## src/rtl/uart_rx_axis.sv

```systemverilog
// 8N1 UART receiver with a two-flop synchroniser, deframing FSM and a small
// receive FIFO presented as an AXI-Stream byte master.
module uart_rx_axis #(
    parameter int CLK_FREQ   = 27_000_000,
    parameter int BAUD       = 115200,
    parameter int FIFO_DEPTH = 16
) (
    input  logic                          i_clk,
    input  logic                          i_rst,
    input  logic                          i_rx,
    output logic [7:0]                    m_axis_tdata,
    output logic                          m_axis_tvalid,
    input  logic                          m_axis_tready,
    output logic                          o_frame_err,
    output logic                          o_overrun,
    output logic [$clog2(FIFO_DEPTH):0]   o_fifo_level
);

    localparam int CLKS_PER_BIT = CLK_FREQ / BAUD;
    localparam int HALF_BIT     = CLKS_PER_BIT / 2;
    localparam int CW           = $clog2(CLKS_PER_BIT + 1);
    localparam int AW           = $clog2(FIFO_DEPTH);

    if (CLKS_PER_BIT < 4) begin : g_bad_baud
        $error("uart_rx_axis: CLK_FREQ/BAUD must be >= 4");
    end
    if (FIFO_DEPTH < 2 || (FIFO_DEPTH & (FIFO_DEPTH - 1)) != 0) begin : g_bad_depth
        $error("uart_rx_axis: FIFO_DEPTH must be a power of two >= 2");
    end

    typedef enum logic [2:0] {WAIT_IDLE, IDLE, START, DATA, STOP} state_t;

    state_t          state, state_d;
    logic            rx_meta, rx_s;
    logic [CW-1:0]   cnt, cnt_d;
    logic [2:0]      idx, idx_d;
    logic [7:0]      shreg, shreg_d;
    logic            push, ferr_d;

    logic [7:0]      mem [FIFO_DEPTH];
    logic [AW:0]     wr_ptr, rd_ptr;
    logic            empty, full, pop, wr_en, ovf;

    always_ff @(posedge i_clk) begin
        if (i_rst) begin
            rx_meta <= 1'b1;
            rx_s    <= 1'b1;
        end else begin
            rx_meta <= i_rx;
            rx_s    <= rx_meta;
        end
    end

    always_ff @(posedge i_clk) begin
        if (i_rst) begin
            state       <= WAIT_IDLE;
            cnt         <= '0;
            idx         <= '0;
            shreg       <= '0;
            o_frame_err <= 1'b0;
        end else begin
            state       <= state_d;
            cnt         <= cnt_d;
            idx         <= idx_d;
            shreg       <= shreg_d;
            o_frame_err <= ferr_d;
        end
    end

    // Counter counts down to zero; a load of N-1 means the sample lands N cycles later.
    always_comb begin
        state_d = state;
        cnt_d   = cnt;
        idx_d   = idx;
        shreg_d = shreg;
        push    = 1'b0;
        ferr_d  = 1'b0;
        case (state)
            WAIT_IDLE: if (rx_s) state_d = IDLE;
            IDLE: begin
                if (!rx_s) begin
                    cnt_d   = CW'(HALF_BIT - 1);
                    state_d = START;
                end
            end
            START: begin
                if (cnt == '0) begin
                    if (!rx_s) begin
                        cnt_d   = CW'(CLKS_PER_BIT - 1);
                        idx_d   = '0;
                        state_d = DATA;
                    end else begin
                        state_d = IDLE;
                    end
                end else begin
                    cnt_d = cnt - CW'(1);
                end
            end
            DATA: begin
                if (cnt == '0) begin
                    shreg_d[idx] = rx_s;
                    cnt_d        = CW'(CLKS_PER_BIT - 1);
                    if (idx == 3'd7) state_d = STOP;
                    else             idx_d   = idx + 3'd1;
                end else begin
                    cnt_d = cnt - CW'(1);
                end
            end
            STOP: begin
                if (cnt == '0) begin
                    if (rx_s) begin
                        push    = 1'b1;
                        state_d = IDLE;
                    end else begin
                        ferr_d  = 1'b1;
                        state_d = WAIT_IDLE;
                    end
                end else begin
                    cnt_d = cnt - CW'(1);
                end
            end
            default: state_d = WAIT_IDLE;
        endcase
    end

    // Pointers carry one extra MSB so full and empty are distinguishable.
    assign empty = (wr_ptr == rd_ptr);
    assign full  = (wr_ptr[AW] != rd_ptr[AW]) && (wr_ptr[AW-1:0] == rd_ptr[AW-1:0]);
    assign pop   = m_axis_tvalid && m_axis_tready;
    assign wr_en = push && (!full || pop);
    assign ovf   = push && full && !pop;

    always_ff @(posedge i_clk) begin
        if (i_rst) begin
            wr_ptr    <= '0;
            rd_ptr    <= '0;
            o_overrun <= 1'b0;
        end else begin
            if (wr_en) wr_ptr <= wr_ptr + 1'b1;
            if (pop)   rd_ptr <= rd_ptr + 1'b1;
            o_overrun <= ovf;
        end
    end

    always_ff @(posedge i_clk) begin
        if (wr_en) mem[wr_ptr[AW-1:0]] <= shreg;
    end

    assign m_axis_tvalid = !empty;
    assign m_axis_tdata  = empty ? 8'h00 : mem[rd_ptr[AW-1:0]];
    assign o_fifo_level  = wr_ptr - rd_ptr;

endmodule
```

## config.mk

```make
export PLATFORM = sky130hd
export DESIGN_NAME = uart_rx_axis
export DESIGN_NICKNAME = d
export VERILOG_FILES = /design/src/rtl/uart_rx_axis.sv
export SDC_FILE = /design/constraint.sdc
export NUM_CORES = 1
export LEC_CHECK = 0
export BUFFER_PORTS_ARGS = -buffer_cell sky130_fd_sc_hd__buf_2
export CAP_MARGIN = 25
export CORE_UTILIZATION = 60
export CTS_BUF_LIST = sky130_fd_sc_hd__clkbuf_8
export DETAILED_ROUTE_END_ITERATION = 10
export GPL_TIMING_DRIVEN = 0
export PLACE_DENSITY_LB_ADDON = 0.05
export REMOVE_ABC_BUFFERS = 1
export SKIP_CTS_REPAIR_TIMING = 1
export SYNTH_ARGS = -nofsm -noshare
export SYNTH_HDL_FRONTEND = slang
export SYNTH_SLANG_ARGS = --single-unit
```

## constraint.sdc

```tcl
create_clock -name i_clk -period 3.65 [get_ports i_clk]
set_input_delay 0.1825 -clock i_clk [delete_from_list [all_inputs] [get_ports i_clk]]
set_output_delay 0.1825 -clock i_clk [all_outputs]
set_load 0.01 [all_outputs]
```

[Word-level counts from Yosys, hierarchy flattened]
Memories as Yosys holds them, arrays and structs flattened. A register that Yosys moved wholly into a read port is not among the register bits.
Index checks and enable logic that the tools add are counted.
Word-level totals
  memory bits (writable): 128
  logic and storage cells: 89
  memories: 1
  latch bits: 0
  register bits after elaboration: 36
  input bits: 4
  memory bits (read-only): 0
Memory list
  mem: words 16, bits a word 8, rd ports 1, clocked after memory_dff 1, wr ports 1, line 40  | logic [7:0] mem [FIFO_DEPTH];
Operators by class
  bitwise logic cells: 2
  equal/unequal tests: 18
  reductions and logical operators: 19
  multipliers: 0
  $lt $le $gt $ge: 2
  div/mod/pow operators: 0
  shift-type cells: 0
  multiplexer cells: 32
  add/sub/neg operators: 5
Operator list (count)
  $mux 8: 6
  $pmux 8 s4: 1
  $mux 3: 10
  $ne 2x2->1 const B: 9
  $pmux 3 s5: 1
  $add 5x1->5 const B: 2
  $bwmux 8: 1
  $logic_not 8->1: 1
  $mux 1: 8
  $mux 4: 2
  $sub 8x1->8 const B: 1
  $eq 3x2->1 const B: 2
  $eq 3x3->1 const B: 2
  $logic_and 1x1->1: 6
  $pmux 3 s2: 1
  $reduce_and 6->1: 1
  $eq 5x5->1: 1
  $reduce_and 5->1: 1
  $sub 5x5->5: 1
  $eq 4x4->1: 1
  $lt 3x4->1 const B: 1
  $reduce_and 4->1: 1
  $reduce_bool 4->1: 1
  $add 3x1->3 const B: 1
  13 further kinds: 16

[Logic depth before layout (Yosys ltp)]
Gate-level depths: netlist of the first run.
  word-level depth: 7
  depth in mapped cells: 8

[Worst setup path after synthesis of the first run]
OpenSTA, ideal clock, no wires.
  path kind: register to register
  start: register wr_ptr[0]
  end: memory mem[0][0], enable pin
  setup time: 0.383 ns
  slack: 1.052 ns
  stages on the path, launching flop included: 8
  arrival time: 2.214 ns
  period minus slack after synthesis: 2.598 ns
  cells stage by stage: dfxtp_1 > inv_1 > ha_1 > and4_1 > a31o_2 > nor2_1 > nand2_1 > nor3_1
On the way
  longest elaborated chain between the ends: 7
Ends and longest elaborated chain
  start, declared: line 41  | logic [AW:0] wr_ptr, rd_ptr;
  start signal, assigned: line 139  | if (wr_en) wr_ptr <= wr_ptr + 1'b1;
  $eq 5x5->1 or $eq 4x4->1 (tied branches): line 127, 128
  $logic_not 1->1 or $logic_and 1x1->1 (tied branches): line 149, 128
  $logic_and 1x1->1 or $logic_not 1->1 (tied branches): line 129, 130
  $logic_or 1x1->1: line 130  | assign wr_en = push && (!full || pop);
  $logic_and 1x1->1: line 130
  $mux 1: line 146  | if (wr_en) mem[wr_ptr[AW-1:0]] <= shreg;
  $mux 1 (not written as such): line 146
  end, declared: line 40
Parallel ways exist; a longest one is shown, timed or not.

[Final worst setup path of the first run]
  start: register wr_ptr[2]
  end: memory mem[8][0], enable pin
Same word-level chain as after synthesis.

==> results.ini, run 1 <==
[clock_network]
clk_latency_ns=0.45
clk_pin_slew_ns=0.08
ctsLongestPathBuffers=2
cts_buffers=17
root_buffer=clkbuf_8
cts_sinks=168
htree_levels=4
cts_tree=done

[placement]
dp.cells=612
post-dp-hpwl_mm=8.86
gp_congestion=0.833
portBuffers=19
dp_worst_setup_slack_ns=0.574

[floorplan]
die_w_um=111
dieArea_um2=12200
fp.coreArea_um2=11500
rows=39
initial_utilization_pct=61.7
die_height_um=111
io_pins=20

[sta]
fin_crit_sh_pct=84.9
worst_slew_pin_slew_ns=0.969
drv_slew=0
max-slew-margin-rel_pct=35.1
hold_viol_final=0
fin_ws_ns=0.552
fin_setup_tns_ns=0
min_period_ns=3.10
timing.fmax_mhz=323
finalSetupViolCount=0
rsz0062_at_grt=no
skew_ns=0.0118

[route]
met3_length_um=637
drtIter0Drc=288
vias=3891
avgViaCountPerCell=6.03
routed.top_layer=met4
wl_mm=13.3
post_drt_wl_per_cell_um=20.6
ant_nets=0
route.met2.wl_mm=6.38
wl_met1_mm=6.03
drcViolationCount=0
drt-pass1-iter-count=4

[worst_hold_path]
hp-start=m_axis_tready
min_to=o_overrun
min_path_cells=4
hold_path.class=input pin to flop

[pwr]
clkPwrFrac_pct=36.6
power.leakage_nw=2.57
p_int_w=0.00267
powerDensity_nw_per_um2=441
pwr-share-seq_pct=60.4
max-vdd-ir-drop_mv=0.258
combinationalPowerShare_pct=3.1
swShare_pct=21.4
switchingPower_w=0.000729

[logic_synthesis]
async_flop_share_pct=0
netlist_area_um2=7070
ys_seq_area_share_pct=65.7
syn_inst=468
synth_edf_count=128
avgSynthCellArea_um2=15.1
ys.flop_type=edfxtp_1
yosysWarningCount=0
ys_ff_latch=168
yosysUniqueCellTypes=55

[critical_path]
critPathMostFrequentCell=nor2_1
ff2ff_setup_slack_ns=0.55
critPathMaxStageDelay_ns=0.77
endpoint_kind=flop
cp_max_fo=10
crit_buf_inv=0
r2r_end=mem[8][0]
critical_path_class=flop to flop
cp_top_family=simple AND/OR/NAND/NOR gates
crit_chain=ha_1 > and4_1 > a31o_2 > nor2_1 > nand2_1 > nor2_1
crit_slowest_cell=nor2_1
worstPathArrival_ns=3.17
reg2reg_from=wr_ptr[2]
startpoint_type=flop
r2r_cells=6
cp.required_ns=3.72

[cells_and_area]
drive_gt1_share_pct=19.9
final_cells=645
syn_to_final_growth_pct=8.92
diodes=0
final_core_util_pct=67.2
nFillCells=798
fin_nets=508

[grt]
grt_usage_pct=23.1
grt_pass1_vias=3861
grt_overflow=0
grt_start_max_net_pins=38
antenna_found_initial=0
grt_pass1_wl_mm=20.9

[job]
drv_cap=0

[run_status]
status=completed

## cells by family (layout without fill, tap and decap cells)
logic type / after synthesis / count (layout) / synth area share (%)
AND/OR/NAND/NOR: 119 / 119 / 8.90
adder cells (fa/ha/maj): 14 / 14 / 2.58
buffers and inverters: 42 / 76 / 2.55
flip-flops: 168 / 168 / 65.7
AO/OA/AOI/OAI: 56 / 56 / 5.11
XOR/XNOR: 14 / 14 / 1.73
multiplexers: 55 / 55 / 13.4
## power by group through the flow
stage          Sequential [W]  Clock, W  Combinational, W
2_1_floorplan         0.00209         0         0.0000768
3_3_place_gp          0.00210         0         0.0000992
3_5_place_dp          0.00210         0          0.000101
4_1_cts               0.00205   0.00127          0.000101
5_1_grt               0.00206   0.00133          0.000113
6_report              0.00205   0.00124          0.000104
## worst min-delay path: cells and delay by family
kind / cells / cell delay (ns)
AND/OR/NAND/NOR: 2 / 0.14
buffers and inverters: 2 / 0.13
## area by class of cell
type / instances / area [um2] / share of cell area, %
Timing Repair Buffer: 28 / 190 / 2.47
Clock inverter: 14 / 135 / 1.75
Tap cell: 143 / 179 / 2.32
Sequential cell: 168 / 4650 / 60.3
Inverter: 17 / 63.8 / 0.828
Clock buffer: 17 / 234 / 3.04
Multi-Input combinational cell: 258 / 2250 / 29.3
## worst max-delay path by stage
stage	slack (ns)	end	cells past startpoint	from
floorplan	1.02	mem[0][0]	6	wr_ptr[2]
global placement	0.17	mem[15][7]	4	wr_ptr[2]
global route	0.31	mem[8][0]	5	state[2]
CTS	0.57	mem[8][0]	6	wr_ptr[2]
finish	0.55	mem[8][0]	6	wr_ptr[2]
detailed placement	0.57	mem[8][0]	6	wr_ptr[2]
## registers in the layout, indices dropped and copies added, names as in the netlist, 3 cells and up, named ones only
name    count
state       3
idx         3
cnt         8
mem       128
rd_ptr      5
wr_ptr      5
shreg       8
## cells in the final DEF, fill, tap and decap left out, types with 3 or more instances in the layout
cell type,instances
xnor2_1,10
dfxtp_1,38
o21a_1,3
a21oi_1,17
nand3_1,7
nor3_1,14
nand2b_1,4
mux2i_1,23
nand4_1,4
or3_1,8
nand3b_1,3
xor2_1,4
nand2_1,19
o22ai_1,8
nor2b_1,3
buf_2,22
ha_1,13
mux4_2,32
a31oi_1,3
nor3b_1,3
o21ai_0,7
clkbuf_8,17
a21o_1,4
inv_1,20
edfxtp_1,128
clkinvlp_4,5
buf_4,3
nor2_1,39
## stage by stage
stage | hold slack (ns) | cell area, um2 | power, W
2_1_floorplan | 0.252 | 6960 | 0.00217
3_3_place_gp | 0.373 | 7230 | 0.00220
3_5_place_dp | 0.373 | 7320 | 0.00220
4_1_cts | -0.114 | 7680 | 0.00342
5_1_grt | 0.0466 | 7700 | 0.00350
6_report | 0.0404 | 7700 | 0.00340
## synth_stat cells, types with 2 or more instances
| cell | number | area share, % |
|---|---|---|
| edfxtp_1 | 128 | 54 |
| nand3_1 | 7 | 0.50 |
| nor2b_1 | 3 | 0.27 |
| dfxtp_1 | 40 | 11 |
| nand2b_1 | 4 | 0.35 |
| o22ai_1 | 8 | 0.71 |
| inv_1 | 17 | 0.90 |
| o21ai_0 | 7 | 0.50 |
| o31ai_1 | 2 | 0.21 |
| mux2i_1 | 23 | 3.3 |
| mux4_2 | 32 | 10 |
| o21a_1 | 3 | 0.32 |
| nor3b_1 | 3 | 0.32 |
| buf_1 | 4 | 0.21 |
| buf_2 | 3 | 0.21 |
| ha_1 | 13 | 2.3 |
| nand4_1 | 4 | 0.35 |
| xnor2_1 | 10 | 1.2 |
| or3_1 | 8 | 0.71 |
| or2_2 | 2 | 0.18 |
| buf_6 | 2 | 0.32 |
| a31oi_1 | 3 | 0.27 |
| a21oi_1 | 17 | 1.2 |
| clkbuf_1 | 15 | 0.80 |
| nor4_1 | 2 | 0.18 |
| nor3_1 | 14 | 0.99 |
| nand2_1 | 19 | 1.0 |
| xor2_1 | 4 | 0.50 |
| a21boi_0 | 2 | 0.21 |
| nor2_1 | 39 | 2.1 |
| nand3b_1 | 3 | 0.32 |
| a21o_1 | 4 | 0.42 |
## layer usage
layer,vias to the layer above,track usage [%]
met3,24,4.88
met1,1924,31.7
met5,-,0
met4,0,10.6
li1,1832,-
met2,111,36.0
No activity file was read; power rests on OpenSTA's default activity.
==> run 2, diff against run 1 <==
==> constraint.sdc (replaced) <==
create_clock -name i_clk -period 3.1 [get_ports i_clk]
set_input_delay 0.155 -clock i_clk [delete_from_list [all_inputs] [get_ports i_clk]]
set_output_delay 0.155 -clock i_clk [all_outputs]
set_load 0.01 [all_outputs]
==> run 2 against run 1 <==
Combinational power increased by 17%; die area unchanged; critical path type unchanged; highest routed layer unchanged; via count grew 1.7%; hold slack worse by 0.029 ns; clock skew down 0.00080 ns; largest power group unchanged.
==> results.ini, run 2 (synthesis gave the netlist of run 1 again) <==
[route]
drt-pass1-iter-count=5  ; was 4
drcViolationCount=0  ; unchanged
post_drt_wl_per_cell_um=20.7  ; was 20.6 um
drtIter0Drc=292  ; was 288
wl_mm=13.3  ; about the same
avgViaCountPerCell=6.14  ; was 6.03
vias=3958  ; was 3891
ant_nets=0  ; unchanged

[grt]
grt_overflow=0  ; unchanged
grt_pass1_wl_mm=20.9  ; unchanged
grt_usage_pct=23.1  ; unchanged
grt_pass1_vias=3861  ; unchanged
grt_start_max_net_pins=38  ; unchanged
antenna_found_initial=0  ; unchanged

[placement]
post-dp-hpwl_mm=8.86  ; unchanged
portBuffers=19  ; unchanged
gp_congestion=0.833  ; unchanged

[critical_path]
crit_slowest_cell=dfxtp_1  ; was nor2_1
r2r_cells=7  ; was 6
reg2reg_from=wr_ptr[2]  ; unchanged
critPathMaxStageDelay_ns=0.57  ; was 0.77 ns
crit_path_end=mem[0][3]  ; was mem[8][0]
crit_chain=ha_1 > and4_1 > a31o_2 > nor2_2 > nand2_1 > nor3_1 > buf_2  ; was ha_1 > and4_1 > a31o_2 > nor2_1 > nand2_1 > nor2_1
r2r_end=mem[0][3]  ; was mem[8][0]
crit_path_start=wr_ptr[2]  ; unchanged
worstPathArrival_ns=3.17  ; about the same
startpoint_type=flop  ; unchanged
ff2ff_setup_slack_ns=0.08  ; was 0.55 ns
cp.required_ns=3.25  ; was 3.72 ns
endpoint_kind=flop  ; unchanged
cp_max_fo=10  ; unchanged
critical_path_class=flop to flop  ; unchanged

[run_status]
status=completed  ; unchanged

[pwr]
power.leakage_nw=2.59  ; was 2.57 nW
powerDensity_nw_per_um2=517  ; was 441 nW/um2
max-vdd-ir-drop_mv=0.303  ; was 0.258 mV
power.total_w=0.00400  ; was 0.00340 W

[cells_and_area]
layout_common_cells=edfxtp_1 (128), dfxtp_1 (38), mux4_2 (32)  ; was edfxtp_1 (128), nor2_1 (39), dfxtp_1 (38)
fin_nets=508  ; unchanged
layout_commonest_cell=edfxtp_1  ; unchanged
drive_gt1_share_pct=22.1  ; was 19.9%
syn_to_final_growth_pct=9.41  ; was 8.92%
diodes=0  ; unchanged
largest_reg_flops=128  ; unchanged

[floorplan]
die_height_um=111  ; unchanged
die_w_um=111  ; unchanged
io_pins=20  ; unchanged
fp.coreArea_um2=11500  ; unchanged
rows=39  ; unchanged
initial_utilization_pct=61.7  ; unchanged
dieArea_um2=12200  ; unchanged

[clock_network]
htree_levels=4  ; unchanged
cts_buffers=17  ; unchanged
ctsLongestPathBuffers=2  ; unchanged
clk_pin_slew_ns=0.08  ; about the same
cts_tree=done  ; unchanged
cts_sinks=168  ; unchanged
clk_latency_ns=0.45  ; about the same
root_buffer=clkbuf_8  ; unchanged

[sta]
rsz0062_at_grt=yes  ; was no
drv_slew=0  ; unchanged
timing.fmax_mhz=331  ; was 323 MHz
min_period_ns=3.02  ; was 3.10 ns
fin_setup_tns_ns=0  ; unchanged
skew_ns=0.0110  ; was 0.0118 ns
fin_crit_sh_pct=97.5  ; was 84.9%
finalSetupViolCount=0  ; unchanged
hold_viol_final=0  ; unchanged
worst_slew_pin_slew_ns=0.903  ; was 0.969 ns
max-slew-margin-rel_pct=39.6  ; was 35.1%

[job]
drv_cap=0  ; unchanged

[worst_hold_path]
hold_path.class=input pin to flop  ; unchanged

==> run 2: layer usage <==
metal,global-route usage [%],routed length (um),vias to the layer above
met4,10.6,241,0
met3,4.88,726,22
met2,36.0,6460,136
met5,0,0,-
met1,31.7,5910,1973
li1,-,-,1827
==> run 2: how the worst min path moves through the flow <==
stage / start / slack [ns] / end / depth (start not counted)
2_1_floorplan: i_rst / 0.22 / idx[0] / 1
3_3_place_gp: i_rx / 0.35 / rx_meta / 2
3_5_place_dp: i_rx / 0.35 / rx_meta / 2
4_1_cts: i_rx / -0.14 / rx_meta / 2
5_1_grt: m_axis_tready / 0.02 / o_overrun / 4
6_report: m_axis_tready / 0.01 / o_overrun / 4
==> run 2: cell type report <==
class | count | area [um2]
Sequential cell | 168 | 4650
Fill cell | 793 | 3730
Clock inverter | 14 | 135
Tap cell | 143 | 179
Clock buffer | 17 | 234
Inverter | 17 | 63.8
Multi-Input combinational cell | 258 | 2290
Timing Repair Buffer | 28 | 190
==> run 2: where the power goes <==
part / internal (W) / switching [W] / leakage [nW] / total (W)
Sequential: 0.00240 / 0.0000211 / 1.51 / 0.00242
Clock: 0.000701 / 0.000760 / 0.182 / 0.00146
Combinational: 0.0000479 / 0.0000743 / 0.896 / 0.000122
==> run 2: stage by stage <==
step / hold slack [ns] / setup WS, ns / area [um2] / util (%) / cells
after floorplan: 0.224 / 0.470 / 6960 / - / 443
after global placement: 0.345 / -0.382 / 7230 / 63.0 / 605
after detailed placement: 0.346 / 0.0243 / 7320 / 63.8 / 612
after CTS: -0.141 / 0.0202 / 7680 / 67.0 / 643
after global routing: 0.0191 / -0.0773 / 7740 / 67.5 / 645
final: 0.0119 / 0.0766 / 7740 / 67.5 / 645
==> run 2: critical path, delay by kind of cell, from the launching register on <==
kind,cells,cell delay [ns]
AOI/OAI and AO/OA,1,0.29
adders and majority gates,1,0.35
buffers and inverters,1,0.31
DFF,1,0.57
and+or+nand+nor,4,1.20
==> run 3, diff against run 2 <==
--- a/config.mk
+++ b/config.mk
@@ -7,7 +7,7 @@
 export LEC_CHECK = 0
 export BUFFER_PORTS_ARGS = -buffer_cell sky130_fd_sc_hd__buf_2
 export CAP_MARGIN = 25
-export CORE_UTILIZATION = 60
+export CORE_UTILIZATION = 40
 export CTS_BUF_LIST = sky130_fd_sc_hd__clkbuf_8
 export DETAILED_ROUTE_END_ITERATION = 10
 export GPL_TIMING_DRIVEN = 0
==> run 3 against run 2 <==
First-iteration DRC count shrank 16%; global-route usage shrank 5.9 points; power grew 5.7%; count of clock-buffer cells in the layout grew 2; hold slack is essentially flat; clock skew grew 0.0091 ns; sequential power is essentially flat; register-to-register slack gained 0.07 ns; combinational power is essentially flat; maximum frequency grew 2.3%.
==> results.ini, run 3 (synthesis gave the netlist of run 1 again) <==
[run_status]
status=completed  ; unchanged

[worst_hold_path]
hold_path.class=input pin to flop  ; unchanged

[clock_network]
clk_pin_slew_ns=0.09  ; was 0.08 ns
cts_tree=done  ; unchanged
root_buffer=clkbuf_8  ; unchanged
ctsLongestPathBuffers=2  ; unchanged
cts_sinks=168  ; unchanged
cts_buffers=17  ; unchanged
htree_levels=4  ; unchanged
clk_latency_ns=0.46  ; was 0.45 ns

[grt]
grt_pass1_wl_mm=22.5  ; was 20.9 mm
grt_overflow=0  ; unchanged
grt_usage_pct=17.2  ; was 23.1%
antenna_found_initial=0  ; unchanged
grt_pass1_vias=3854  ; was 3861
grt_start_max_net_pins=38  ; unchanged

[placement]
post-dp-hpwl_mm=9.61  ; was 8.86 mm
portBuffers=19  ; unchanged
dp_worst_setup_slack_ns=-0.0839  ; was 0.0243 ns
gp_congestion=0.791  ; was 0.833

[route]
vias=3882  ; was 3958
avgViaCountPerCell=5.34  ; was 6.14
met3_length_um=631  ; was 726 um
routed.top_layer=met4  ; unchanged
route.met2.wl_mm=6.92  ; was 6.46 mm
drt-pass1-iter-count=4  ; was 5
wl_met1_mm=6.85  ; was 5.91 mm
drtIter0Drc=245  ; was 292
ant_nets=0  ; unchanged
post_drt_wl_per_cell_um=19.9  ; was 20.7 um
drcViolationCount=0  ; unchanged
wl_mm=14.5  ; was 13.3 mm

[sta]
hold_ws_ns=0.0118  ; was 0.0119 ns
fin_ws_ns=0.145  ; was 0.0766 ns
rsz0062_at_grt=no  ; was yes
finalSetupViolCount=0  ; unchanged
skew_ns=0.0201  ; was 0.0110 ns
hold_viol_final=0  ; unchanged
fin_setup_tns_ns=0  ; unchanged
drv_slew=0  ; unchanged
max-slew-margin-rel_pct=39.4  ; was 39.6%
worst_slew_pin_slew_ns=0.909  ; was 0.903 ns
fin_crit_sh_pct=95.3  ; was 97.5%
min_period_ns=2.95  ; was 3.02 ns
timing.fmax_mhz=338  ; was 331 MHz

[floorplan]
dieArea_um2=18200  ; was 12200 um2
fp.coreArea_um2=17300  ; was 11500 um2
io_pins=20  ; unchanged
die_w_um=135  ; was 111 um
die_height_um=135  ; was 111 um
initial_utilization_pct=40.9  ; was 61.7%
rows=48  ; was 39

[cells_and_area]
fin_nets=507  ; was 508
layout_commonest_cell=edfxtp_1  ; unchanged
layout_common_cells=edfxtp_1 (128), dfxtp_1 (36), mux4_2 (32)  ; was edfxtp_1 (128), dfxtp_1 (38), mux4_2 (32)
syn_to_final_growth_pct=11.9  ; was 9.41%
drive_gt1_share_pct=23.7  ; was 22.1%
final_core_util_pct=45.8  ; was 67.5%
diodes=0  ; unchanged
largest_reg_flops=128  ; unchanged

[critical_path]
cp.required_ns=3.18  ; was 3.25 ns
startpoint_type=flop  ; unchanged
crit_chain=inv_1 > ha_1 > or4b_4 > nor3_1 > nand3_1 > nor2_1  ; was ha_1 > and4_1 > a31o_2 > nor2_2 > nand2_1 > nor3_1 > buf_2
critical_path_class=flop to flop  ; unchanged
worstPathArrival_ns=3.03  ; was 3.17 ns
cp_max_fo=8  ; was 10
crit_slowest_cell=nor2_1  ; was dfxtp_1
endpoint_kind=flop  ; unchanged
critPathMaxStageDelay_ns=0.71  ; was 0.57 ns

[pwr]
powerDensity_nw_per_um2=534  ; was 517 nW/um2
power.leakage_nw=2.62  ; was 2.59 nW
max-vdd-ir-drop_mv=0.257  ; was 0.303 mV

[job]
drv_cap=0  ; unchanged

==> run 3: per-stage QoR <==
step,area [um2],instances,power [W]
floorplan,6960,443,0.00255
detailed placement,7410,694,0.00259
global placement,7330,687,0.00259
CTS,7850,726,0.00427
global route,7910,727,0.00437
finish,7910,727,0.00423
==> run 3: worst paths after layout <==
| check | startpoint | to | slack (ns) | cells past startpoint |
|---|---|---|---|---|
| max | cnt[0] | mem[11][0] | 0.15 | 6 |
| min | m_axis_tready | o_overrun | 0.01 | 4 |
| max reg2reg | cnt[0] | mem[11][0] | 0.15 | 6 |
| min reg2reg | rx_meta | rx_s | 0.42 | 1 |
==> run 3: area by class of cell <==
class / instances / area, um2
fill: 1594 / 9380
timing repair buffer: 27 / 178
inverter: 17 / 63.8
sequential: 168 / 4650
clock buffer: 19 / 262
multi-input combinational: 258 / 2300
clock inverter: 13 / 175
tap: 225 / 282
==> run 3: per-layer routing <==
layer	vias up	track usage, %
li1	1831	-
met1	1960	23.8
met2	87	27.0
met3	4	3.49
met4	0	5.99
met5	-	0
==> run 3: critical path, delay by kind of cell, from the launching register on <==
| family | cells | cell delay (ns) |
|---|---|---|
| adders and majority gates | 1 | 0.17 |
| buffers and inverters | 1 | 0.10 |
| DFF | 1 | 0.34 |
| and+or+nand+nor | 4 | 1.95 |
==> run 3: report_power, final <==
| group | switching, W | leakage, nW | internal, W |
|---|---|---|---|
| clock | 0.000774 | 0.224 | 0.000915 |
| sequential | 0.0000217 | 1.51 | 0.00240 |
| combinational | 0.0000739 | 0.886 | 0.0000480 |
| total | 0.000870 | 2.62 | 0.00336 |
